==> src/rtl/dut_stim_gen_if.sv <==
// Beat channel out of the stimulus generator: cmd/adr/data payload under a valid/ready handshake.
// The master holds the payload stable while valid is high and ready is low.
interface dut_stim_gen_if #(
    parameter int ADR_W  = 4,
    parameter int DATA_W = 3,
    parameter int CMD_W  = 2
);
    logic              out_valid;
    logic              out_ready;
    logic [CMD_W-1:0]  out_cmd;
    logic [ADR_W-1:0]  out_adr;
    logic [DATA_W-1:0] out_data;

    modport master (
        output out_valid,
        output out_cmd,
        output out_adr,
        output out_data,
        input  out_ready
    );

    modport slave (
        input  out_valid,
        input  out_cmd,
        input  out_adr,
        input  out_data,
        output out_ready
    );
endinterface

==> src/rtl/dut_stim_gen.sv <==
// Constrained LFSR beat generator (random / sweep / unique-random) with address coverage tracking.
// First beat 2 cycles after en; a stalled beat holds its payload and freezes the LFSR until ready.
module dut_stim_gen #(
    parameter int          ADR_W  = 4,
    parameter int          DATA_W = 3,
    parameter int          CMD_W  = 2,
    parameter logic [15:0] SEED   = 16'hACE1
) (
    input  logic              clk,
    input  logic              rst,
    input  logic              en,
    input  logic [1:0]        mode,
    input  logic [CMD_W-1:0]  cmd_cfg,
    input  logic [ADR_W-1:0]  adr_lo,
    input  logic [ADR_W-1:0]  adr_hi,
    input  logic [DATA_W-1:0] data_hi,
    dut_stim_gen_if.master    bus,
    output logic [ADR_W:0]    uniq_cnt,
    output logic              covered,
    output logic              done,
    output logic              cfg_err
);
    localparam logic [15:0]    SEED_I  = (SEED == 16'h0000) ? 16'h0001 : SEED;
    localparam logic [15:0]    POLY    = 16'hB400;
    localparam logic [ADR_W-1:0] ADR_ONE = {{(ADR_W-1){1'b0}}, 1'b1};
    localparam logic [ADR_W:0]   CNT_ONE = {{ADR_W{1'b0}}, 1'b1};

    typedef enum logic [1:0] {S_IDLE, S_SEARCH, S_OFFER, S_DONE} state_t;

    state_t              state;
    state_t              state_nxt;
    logic [15:0]         lfsr;
    logic [15:0]         lfsr_nxt;
    logic [1:0]          mode_q;
    logic [CMD_W-1:0]    cmd_q;
    logic [ADR_W-1:0]    lo_q;
    logic [ADR_W-1:0]    hi_q;
    logic [DATA_W-1:0]   dhi_q;
    logic [2**ADR_W-1:0] bitmap;
    logic [ADR_W-1:0]    ptr;
    logic [CMD_W-1:0]    cmd_r;
    logic [ADR_W-1:0]    adr_r;
    logic [DATA_W-1:0]   data_r;

    logic [ADR_W-1:0]    adr_c;
    logic [DATA_W-1:0]   data_c;
    logic                in_rng;
    logic                accept;
    logic                new_bit;
    logic [ADR_W:0]      uniq_nxt;
    logic [ADR_W:0]      range_sz;
    logic                last_uniq;

    assign lfsr_nxt  = {1'b0, lfsr[15:1]} ^ (lfsr[0] ? POLY : 16'h0000);
    assign adr_c     = lfsr[ADR_W-1:0];
    assign data_c    = lfsr[ADR_W+DATA_W-1:ADR_W];
    assign in_rng    = (adr_c >= lo_q) && (adr_c <= hi_q);
    // mode_q is stored normalised, so 3 never reaches here and falls into the random rule
    assign accept    = (data_c <= dhi_q) &&
                       ((mode_q == 2'd1) || (in_rng && !((mode_q == 2'd2) && bitmap[adr_c])));
    assign new_bit   = ~bitmap[adr_r];
    assign uniq_nxt  = uniq_cnt + {{ADR_W{1'b0}}, new_bit};
    assign range_sz  = ({1'b0, hi_q} - {1'b0, lo_q}) + CNT_ONE;
    assign last_uniq = (mode_q == 2'd2) && (uniq_nxt == range_sz);
    assign covered   = (uniq_cnt == range_sz);

    always_ff @(posedge clk) begin
        if (rst) begin
            state <= S_IDLE;
        end else begin
            state <= state_nxt;
        end
    end

    always_comb begin
        state_nxt = state;
        unique case (state)
            S_IDLE: begin
                if (en) begin
                    state_nxt = (adr_lo > adr_hi) ? S_DONE : S_SEARCH;
                end
            end
            S_SEARCH: begin
                if (!en) begin
                    state_nxt = S_IDLE;
                end else if (accept) begin
                    state_nxt = S_OFFER;
                end
            end
            S_OFFER: begin
                if (bus.out_ready) begin
                    if (last_uniq) begin
                        state_nxt = S_DONE;
                    end else begin
                        state_nxt = en ? S_SEARCH : S_IDLE;
                    end
                end
            end
            S_DONE: begin
                if (!en) begin
                    state_nxt = S_IDLE;
                end
            end
            default: state_nxt = S_IDLE;
        endcase
    end

    always_comb begin
        bus.out_valid = (state == S_OFFER);
        bus.out_cmd   = cmd_r;
        bus.out_adr   = adr_r;
        bus.out_data  = data_r;
        done          = (state == S_DONE);
    end

    always_ff @(posedge clk) begin
        if (rst) begin
            lfsr     <= SEED_I;
            mode_q   <= 2'd0;
            cmd_q    <= '0;
            lo_q     <= '0;
            hi_q     <= '0;
            dhi_q    <= '0;
            bitmap   <= '0;
            ptr      <= '0;
            uniq_cnt <= '0;
            cfg_err  <= 1'b0;
            cmd_r    <= '0;
            adr_r    <= '0;
            data_r   <= '0;
        end else begin
            if (state == S_SEARCH) begin
                lfsr <= lfsr_nxt;
            end
            unique case (state)
                S_IDLE: begin
                    if (en) begin
                        mode_q   <= (mode == 2'd3) ? 2'd0 : mode;
                        cmd_q    <= cmd_cfg;
                        lo_q     <= adr_lo;
                        hi_q     <= adr_hi;
                        dhi_q    <= data_hi;
                        bitmap   <= '0;
                        uniq_cnt <= '0;
                        ptr      <= adr_lo;
                        cfg_err  <= (adr_lo > adr_hi);
                    end
                end
                S_SEARCH: begin
                    if (en && accept) begin
                        cmd_r  <= cmd_q;
                        adr_r  <= (mode_q == 2'd1) ? ptr : adr_c;
                        data_r <= data_c;
                    end
                end
                S_OFFER: begin
                    if (bus.out_ready) begin
                        bitmap[adr_r] <= 1'b1;
                        uniq_cnt      <= uniq_nxt;
                        if (mode_q == 2'd1) begin
                            ptr <= (ptr == hi_q) ? lo_q : ptr + ADR_ONE;
                        end
                    end
                end
                default: ;
            endcase
        end
    end
endmodule

==> src/flat_wrapper.sv <==
// flat-port wrapper written by rule: the top's interface ports become plain ports
module dut_stim_gen_flat 
#(
    parameter int          ADR_W  = 4,
    parameter int          DATA_W = 3,
    parameter int          CMD_W  = 2,
    parameter logic [15:0] SEED   = 16'hACE1
)
  (clk, rst, en, mode, cmd_cfg, adr_lo, adr_hi, data_hi, uniq_cnt, covered, done, cfg_err, bus_out_valid, bus_out_cmd, bus_out_adr, bus_out_data, bus_out_ready);
  dut_stim_gen_if #(.ADR_W(ADR_W), .DATA_W(DATA_W), .CMD_W(CMD_W)) bus_i ();
  input  logic clk;
  input  logic rst;
  input  logic en;
  input  logic [1:0] mode;
  input  logic [CMD_W-1:0] cmd_cfg;
  input  logic [ADR_W-1:0] adr_lo;
  input  logic [ADR_W-1:0] adr_hi;
  input  logic [DATA_W-1:0] data_hi;
  output logic [ADR_W:0] uniq_cnt;
  output logic covered;
  output logic done;
  output logic cfg_err;
  output wire logic [$bits(bus_i.out_valid)-1:0] bus_out_valid;
  output wire logic [$bits(bus_i.out_cmd)-1:0] bus_out_cmd;
  output wire logic [$bits(bus_i.out_adr)-1:0] bus_out_adr;
  output wire logic [$bits(bus_i.out_data)-1:0] bus_out_data;
  input wire logic [$bits(bus_i.out_ready)-1:0] bus_out_ready;
  assign bus_out_valid = bus_i.out_valid;
  assign bus_out_cmd = bus_i.out_cmd;
  assign bus_out_adr = bus_i.out_adr;
  assign bus_out_data = bus_i.out_data;
  assign bus_i.out_ready = bus_out_ready;
  dut_stim_gen #(.ADR_W(ADR_W), .DATA_W(DATA_W), .CMD_W(CMD_W), .SEED(SEED)) u_core (.clk(clk), .rst(rst), .en(en), .mode(mode), .cmd_cfg(cmd_cfg), .adr_lo(adr_lo), .adr_hi(adr_hi), .data_hi(data_hi), .bus(bus_i), .uniq_cnt(uniq_cnt), .covered(covered), .done(done), .cfg_err(cfg_err));
endmodule
==> config.mk <==
export PLATFORM = sky130hd
export DESIGN_NAME = dut_stim_gen_flat
export DESIGN_NICKNAME = d
export VERILOG_FILES = /design/src/rtl/dut_stim_gen_if.sv /design/src/rtl/dut_stim_gen.sv /design/src/flat_wrapper.sv
export SDC_FILE = /design/constraint.sdc
export NUM_CORES = 1
export LEC_CHECK = 0
export ABC_AREA = 1
export CAP_MARGIN = 20
export CORE_MARGIN = 4
export CORE_UTILIZATION = 50
export CTS_CLUSTER_SIZE = 28
export DETAILED_ROUTE_END_ITERATION = 12
export PLACE_DENSITY = 0.71
export SYNTH_ARGS = -nofsm -noshare
export SYNTH_HDL_FRONTEND = slang
export SYNTH_SLANG_ARGS = --single-unit
==> constraint.sdc <==
create_clock -name clk -period 5.76 [get_ports clk]
set_input_delay 1.152 -clock clk [delete_from_list [all_inputs] [get_ports clk]]
set_output_delay 1.152 -clock clk [all_outputs]
set_load 0.03 [all_outputs]
==> results.ini, run 1 <==
[setup_path]
setup.worst_path.start = u_core.hi_q[1]
critical_path.endpoint = covered
critical_path.max_fanout = 3
end_kind = primary output
reg2reg_slack_ns = 2.65
critical_path_class = flip-flop to primary output
regToRegEndpoint = u_core.state[1]
reg2reg_from = u_core.bus.out_adr[1]
critical_path_required_ns = 4.61
worst-endpoint-arrival_ns = 3.20
reg2reg_depth = 18
start_kind = flip-flop

[clock_network]
number_of_buffers_on_the_longest_clock_path = 2
post_cts_resized = 0
cts-buffers-inserted = 9
cts_hold_repair.buffers = 0
clock_tree.root_cell = sky130_fd_sc_hd__clkbuf_8
cts-htree-levels = 3
cts_setup_buffers = 0
clk_transition_reported_paths_ns = 0.08
cts_num_sinks = 68
clk-insertion-delay-late_ns = 0.35
cts_tree = done

[timing]
timing.setup.tns_ns = 0
timing_max_transition_violations_final = 0
clock.fmax_mhz = 230.0
hold_viol_final = 0
timing.max_slew.rel_slack_pct = 32.43
timing_worst_slew_pin_value_ns = 1.011
period_needed_ns = 4.348
setup_repair_after_global_routing_missed_its_margin = no
timing.final.crit_share_pct = 75.49
finClkSkew_ns = 0.008578
setup_violators_final = 0

[pwr]
power.sequential.fraction_pct = 33.2
power.share.clock_pct = 24.5
static_leakage_nw = 1.813
sw_frac_of_total_pct = 41.94
internal_power_mw = 1.158
power.share.combinational_pct = 42.3
power.switching_mw = 0.8369
worst_ir_drop_on_vdd_v = 0.0002121
p_per_area_mw_per_mm2 = 452.8

[placed_design]
half_perimeter_wire_length_after_placement_mm = 7.000
io_buffer_count = 36
gp_congestion = 0.9348
post_dp_cell_area_mm2 = 0.004160

[grt]
grt_start_max_net_pins = 30
grt_total_ovfl = 0
grt_pass1_wl_mm = 16.13
grtUsageTotal_pct = 22.94
grt_antenna_before_repair = 0
via_count_of_the_first_global_routing_pass = 3518

[detailed_routing]
post-route-drc-count = 0
routed_wirelength_mm = 9.482
final_antenna_net_count = 0
route.vias.total = 3534
post_drt_via_cell_ratio = 5.471
drc_violation_total_after_the_first_tritonroute_iteration = 242
detail_route.first_pass.iterations = 5
routed_wire_length_per_instance_um = 14.68

[floorplanning]
core-area_mm2 = 0.007292
row_count = 31
die_h_um = 94.86
horizontal_extent_of_the_die_um = 94.86
design.die.area_mm2 = 0.008998
ioPinCount = 37
initial_core_util_pct = 51.73

[logic_synthesis]
netlist_instances = 511
synth_edf_count = 0
synth_sequential_area_ratio_pct = 36.09
ys_seq_elements = 68
syn_area_per_cell_um2 = 7.382
async_flop_share_pct = 0
mappedNetlistArea_mm2 = 0.003772
yosys_most_used_dff = sky130_fd_sc_hd__dfxtp_1
yosys_warnings = 0
synth_fp_nets = 556
synth.distinct_cells = 38

[min_path]
min_path_type = flip-flop to flip-flop

[run_status]
outcome = complete, no violations

[layout]
number_of_antenna_repair_diodes = 0
nNetsFinal = 587
post_route_cells_drive_above_1_share_pct = 8.227
finalInstanceArea_mm2 = 0.004407
final_core_util_pct = 60.43
area_growth_syn_to_fin_pct = 16.82

[job]
drv_cap = 0

## worst max-delay path, cell delays in order, from the launching register on
cell,delay (ns)
sky130_fd_sc_hd__dfxtp_1,0.36
sky130_fd_sc_hd__inv_1,0.09
sky130_fd_sc_hd__ha_1,0.29
sky130_fd_sc_hd__inv_1,0.04
sky130_fd_sc_hd__ha_1,0.22
sky130_fd_sc_hd__fa_1,0.38
sky130_fd_sc_hd__xnor2_1,0.30
sky130_fd_sc_hd__xor2_1,0.11
sky130_fd_sc_hd__nor4_1,0.33
sky130_fd_sc_hd__clkdlybuf4s50_1,0.73
## registers in the layout, indices dropped and copies added (netlist names), 3 cells and up
register             count
u_core.dhi_q             3
u_core.uniq_cnt          5
u_core.bitmap           16
u_core.bus.out_data      3
u_core.lo_q              4
u_core.hi_q              4
u_core.ptr               4
u_core.lfsr             16
u_core.bus.out_adr       4
## power by group through the flow
stage / clock (mW) / sequential [mW] / combinational [mW]
floorplan: 0 / 0.653 / 0.657
global placement: 0 / 0.668 / 0.814
detailed placement: 0 / 0.670 / 0.838
CTS: 0.495 / 0.660 / 0.843
global route: 0.517 / 0.675 / 0.965
finish: 0.488 / 0.663 / 0.844
## stage by stage
stage | power [mW] | instances | worst slack, ns | hold slack [ns]
finish | 1.995 | 646 | 1.412 | 0.4637
global route | 2.157 | 646 | 1.161 | 0.4958
CTS | 1.997 | 646 | 1.420 | 0.4699
detailed placement | 1.508 | 630 | 1.827 | 0.4515
global placement | 1.482 | 630 | 1.913 | 0.4429
floorplan | 1.309 | 511 | 1.979 | 0.4292
## how the worst min path moves through the flow
stage,start,end,cells after the start
after global placement,u_core.lfsr[7],u_core.lfsr[7],2
after detailed placement,u_core.lfsr[8],u_core.lfsr[7],2
final,u_core.lfsr[7],u_core.lfsr[7],2
after floorplan,u_core.lfsr[7],u_core.lfsr[7],2
after CTS,u_core.cmd_q[1],u_core.cmd_q[1],2
after global routing,u_core.lfsr[8],u_core.lfsr[7],2
## cells in the final DEF, fill, tap and decap left out, types with 4 or more instances in the layout
master,count
sky130_fd_sc_hd__nand2_1,80
sky130_fd_sc_hd__dfxtp_1,68
sky130_fd_sc_hd__inv_1,67
sky130_fd_sc_hd__a21oi_1,56
sky130_fd_sc_hd__nand3_1,54
sky130_fd_sc_hd__clkdlybuf4s50_1,36
sky130_fd_sc_hd__o21ai_0,32
sky130_fd_sc_hd__nor2_1,31
sky130_fd_sc_hd__ha_1,25
sky130_fd_sc_hd__nand2_2,11
sky130_fd_sc_hd__clkbuf_8,9
sky130_fd_sc_hd__nand4_1,8
sky130_fd_sc_hd__o22ai_1,7
sky130_fd_sc_hd__xor2_1,6
sky130_fd_sc_hd__xnor2_1,5
sky130_fd_sc_hd__o211ai_1,5
sky130_fd_sc_hd__a21oi_2,5
sky130_fd_sc_hd__a22oi_1,4
sky130_fd_sc_hd__o221ai_1,4
sky130_fd_sc_hd__a221oi_1,4
## cell families (layout without fill, tap and decap cells)
| group | count (synthesis) | in the layout | synth area share (%) |
|---|---|---|---|
| flops | 68 | 68 | 36.09 |
| simple gates | 197 | 197 | 24.11 |
| fa+ha+maj | 26 | 26 | 8.823 |
| buf+inv | 88 | 124 | 9.884 |
| xor+xnor | 11 | 11 | 2.554 |
| compound gates | 121 | 121 | 18.54 |
## routing by layer
| metal | wire, µm | global-route usage [%] |
|---|---|---|
| met1 | 4240 | 28.82 |
| met2 | 4378 | 38.29 |
| met3 | 685 | 5.100 |
| met4 | 178 | 8.654 |
| met5 | 0 | 0 |
## cell usage after synthesis, types with 6 or more instances
cell,n,area [µm²]
sky130_fd_sc_hd__dfxtp_1,68,1361
sky130_fd_sc_hd__nand2_2,11,68.82
sky130_fd_sc_hd__nand2_1,80,300.3
sky130_fd_sc_hd__nand4_1,8,50.05
sky130_fd_sc_hd__nor2_1,31,116.4
sky130_fd_sc_hd__a21oi_1,56,280.3
sky130_fd_sc_hd__o22ai_1,7,43.79
sky130_fd_sc_hd__ha_1,25,312.8
sky130_fd_sc_hd__inv_1,67,251.5
sky130_fd_sc_hd__clkbuf_1,8,30.03
sky130_fd_sc_hd__nand3_1,54,270.3
sky130_fd_sc_hd__o21ai_0,32,160.2
sky130_fd_sc_hd__xor2_1,6,52.55
## final cells by class
type / instances / area [µm²]
inverters: 71 / 269.0
well taps: 99 / 123.9
clock inverters: 7 / 122.6
repair buffers: 37 / 367.9
multi-input cells: 355 / 2038
fillers: 694 / 2885
flip-flops and latches: 68 / 1361
clock buffers: 9 / 123.9
No activity file was read; power rests on OpenSTA's default activity.
==> run 2, diff against run 1 <==
--- a/config.mk
+++ b/config.mk
@@ -11,7 +11,7 @@
 export CORE_UTILIZATION = 50
 export CTS_CLUSTER_SIZE = 28
 export DETAILED_ROUTE_END_ITERATION = 12
-export PLACE_DENSITY = 0.71
+export PLACE_DENSITY = 0.74
 export SYNTH_ARGS = -nofsm -noshare
 export SYNTH_HDL_FRONTEND = slang
 export SYNTH_SLANG_ARGS = --single-unit
==> constraint.sdc (replaced) <==
create_clock -name clk -period 4 [get_ports clk]
set_input_delay 0.8 -clock clk [delete_from_list [all_inputs] [get_ports clk]]
set_output_delay 0.8 -clock clk [all_outputs]
set_load 0.03 [all_outputs]
==> run 2 against run 1 <==
Compared with the run above:
- register-to-register slack lost 1.8 ns
- final cell count is 0.46% higher
- non-clock buffer count is 3 higher
- largest power group unchanged
- worst setup slack got worse by 1.1 ns
- sequential cell count unchanged
==> results.ini, run 2 (synthesized netlist as in run 1, its figures left out) <==
[grt]
grtUsageMet3_pct = 5.657  ; +0.56 points
grt.met2_usage_pct = 37.35  ; -0.94 points
grt_most_used_layer = met2
grtUsageTotal_pct = 22.67  ; -0.27 points
via_count_of_the_first_global_routing_pass = 3476  ; -1.2%
grt_pass1_wl_mm = 16.04  ; -0.56%
grt_util_met1_pct = 28.96  ; +0.14 points
grt_total_ovfl = 0  ; unchanged
grt_antenna_before_repair = 0  ; unchanged
grt_start_max_net_pins = 30  ; unchanged

[floorplanning]
design.die.area_mm2 = 0.008998  ; unchanged
die_h_um = 94.86  ; unchanged
core-area_mm2 = 0.007292  ; unchanged
row_count = 31  ; unchanged
initial_core_util_pct = 51.73  ; unchanged
ioPinCount = 37  ; unchanged
horizontal_extent_of_the_die_um = 94.86  ; unchanged

[detailed_routing]
final_antenna_net_count = 0  ; unchanged
detail_route.first_pass.iterations = 5  ; unchanged
routed_wire_length_per_instance_um = 14.33  ; -2.4%
drc_violation_total_after_the_first_tritonroute_iteration = 275  ; +14%
route.vias.total = 3569  ; +0.99%
post_drt_via_cell_ratio = 5.499  ; +0.52%
routed_wirelength_mm = 9.299  ; -1.9%
post-route-drc-count = 0  ; unchanged

[clock_network]
clk_transition_reported_paths_ns = 0.07  ; about the same
cts-buffers-inserted = 9  ; unchanged
cts_setup_buffers = 0  ; unchanged
cts_hold_repair.buffers = 0  ; unchanged
cts_num_sinks = 68  ; unchanged
cts-htree-levels = 3  ; unchanged
clock_tree.root_cell = sky130_fd_sc_hd__clkbuf_8
cts_tree = done
number_of_buffers_on_the_longest_clock_path = 2  ; unchanged
clk-insertion-delay-late_ns = 0.35  ; about the same

[timing]
finClkSkew_ns = 0.005877  ; -0.002701 ns
clock.fmax_mhz = 272.3
timing_worst_slew_pin_value_ns = 1.001  ; -0.01029 ns
timing_max_transition_violations_final = 0  ; unchanged
hold_viol_final = 0  ; unchanged
setup_repair_after_global_routing_missed_its_margin = no
setup_violators_final = 0  ; unchanged
worst_hold_slack_ns = 0.4585  ; -0.005268 ns
timing.final.crit_share_pct = 91.82
timing.max_slew.rel_slack_pct = 33.12  ; +0.69 points
period_needed_ns = 3.673
timing.setup.tns_ns = 0  ; unchanged

[pwr]
power.share.combinational_pct = 44.2  ; +1.9 points
power.total_mw = 2.755  ; +38%
power.switching_mw = 1.179  ; +41%
static_leakage_nw = 1.818  ; +0.31%
power.sequential.fraction_pct = 34.6  ; +1.4 points
sw_frac_of_total_pct = 42.78  ; +0.84 points
p_per_area_mw_per_mm2 = 628.5  ; +39%
power.share.clock_pct = 21.2  ; -3.3 points
worst_ir_drop_on_vdd_v = 0.0003338  ; +57%
internal_power_mw = 1.577  ; +36%

[min_path]
hold_path_origin = u_core.lfsr[7]
hold_depth = 2  ; unchanged
min_path_type = flip-flop to flip-flop

[run_status]
outcome = complete, no violations

[placed_design]
io_buffer_count = 36  ; unchanged
half_perimeter_wire_length_after_placement_mm = 6.881  ; -1.7%
gp_congestion = 0.8895  ; -4.8%
post_dp_cell_area_mm2 = 0.004183  ; +0.54%

[setup_path]
critical_path_required_ns = 3.20  ; -1.41 ns
reg2reg_from = u_core.bus.out_adr[0]
critical_path_class = flip-flop to primary output
setup.worst_path.start = u_core.hi_q[1]
worst-endpoint-arrival_ns = 2.87  ; -0.33 ns
critical_path.max_fanout = 3  ; unchanged
start_kind = flip-flop
reg2reg_depth = 18  ; unchanged
end_kind = primary output

[layout]
post_route_cells_drive_above_1_share_pct = 8.545  ; +0.32 points
finalInstanceArea_mm2 = 0.004384  ; -0.51%
fillerInstances = 720  ; +3.7%
most-common-layout-cells = sky130_fd_sc_hd__nand2_1 (80), sky130_fd_sc_hd__dfxtp_1 (68), sky130_fd_sc_hd__inv_1 (67), sky130_fd_sc_hd__a21oi_1 (56), sky130_fd_sc_hd__nand3_1 (54)
mostFrequentLayoutCell = sky130_fd_sc_hd__nand2_1
seqCellArea_mm2 = 0.001361  ; unchanged
area_growth_syn_to_fin_pct = 16.22
nNetsFinal = 590  ; +0.51%
biggestRegsByFlops = u_core.bitmap (16), u_core.lfsr (16), u_core.uniq_cnt (5)
multi_input_area_mm2 = 0.002038  ; unchanged
number_of_antenna_repair_diodes = 0  ; unchanged

[job]
drv_cap = 0  ; unchanged

[run 2: changes by cell type in the layout (fill, tap and decap cells not counted)]
cell | before | now
sky130_fd_sc_hd__buf_4 | 1 | 4
sky130_fd_sc_hd__bufinv_16 | 3 | 1
sky130_fd_sc_hd__clkbuf_1 | 0 | 1
sky130_fd_sc_hd__clkbuf_8 | 9 | 11
sky130_fd_sc_hd__clkdlybuf4s50_1 | 36 | 35
sky130_fd_sc_hd__clkinv_2 | 0 | 2
sky130_fd_sc_hd__clkinvlp_4 | 2 | 1
sky130_fd_sc_hd__dlygate4sd2_1 | 0 | 1
sky130_fd_sc_hd__inv_6 | 2 | 0
[run 2: metal layers]
metal | vias up | wire length [µm]
li1 | 1791 | -
met1 | 1645 | 4139
met2 | 118 | 4360
met3 | 15 | 648
met4 | 0 | 150
met5 | - | 0
[run 2: stage by stage]
step | instances | utilization (%) | worst slack, ns
2_1_floorplan | 511 | - | 0.5714
5_1_grt | 649 | 60.12 | 0.1397
4_1_cts | 649 | 60.12 | 0.2996
3_3_place_gp | 633 | 57.36 | 0.4922
6_report | 649 | 60.12 | 0.3272
3_5_place_dp | 633 | 57.36 | 0.3825
[run 2: timing repair]
item,CTS,global route
setup endpoints to repair,1,0
gates resized for setup,1,0
endpoints found under the hold margin,0,0
[run 2: power groups by stage]
stage | combinational, mW | clock, mW | sequential, mW
final | 1.22 | 0.584 | 0.953
after floorplan | 0.945 | 0 | 0.940
after CTS | 1.22 | 0.597 | 0.949
after detailed placement | 1.21 | 0 | 0.965
after global placement | 1.18 | 0 | 0.960
after global routing | 1.39 | 0.626 | 0.971
[run 2: area by class of cell]
cell class | count | share of cell area, %
multi-input cells | 355 | 46.49
inverters | 71 | 6.136
clock buffers | 12 | 3.539
well taps | 99 | 2.825
clock inverters | 4 | 1.084
repair buffers | 40 | 8.876
flip-flops and latches | 68 | 31.05
[run 2: worst max-delay path: stages, from the launching register on]
cell                            delay [ns]
sky130_fd_sc_hd__dfxtp_1              0.36
sky130_fd_sc_hd__inv_1                0.09
sky130_fd_sc_hd__ha_1                 0.29
sky130_fd_sc_hd__inv_1                0.04
sky130_fd_sc_hd__ha_1                 0.21
sky130_fd_sc_hd__fa_1                 0.38
sky130_fd_sc_hd__xnor2_1              0.31
sky130_fd_sc_hd__xor2_1               0.12
sky130_fd_sc_hd__nor4_1               0.30
sky130_fd_sc_hd__dlygate4sd2_1        0.43
[run 2: worst paths after layout]
| check | slack (ns) | end |
|---|---|---|
| worst max-delay path | 0.33 | covered |
| worst min-delay path | 0.46 | u_core.lfsr[7] |
| worst max register to register | 0.85 | u_core.state[1] |
| worst min register to register | 0.46 | u_core.lfsr[7] |
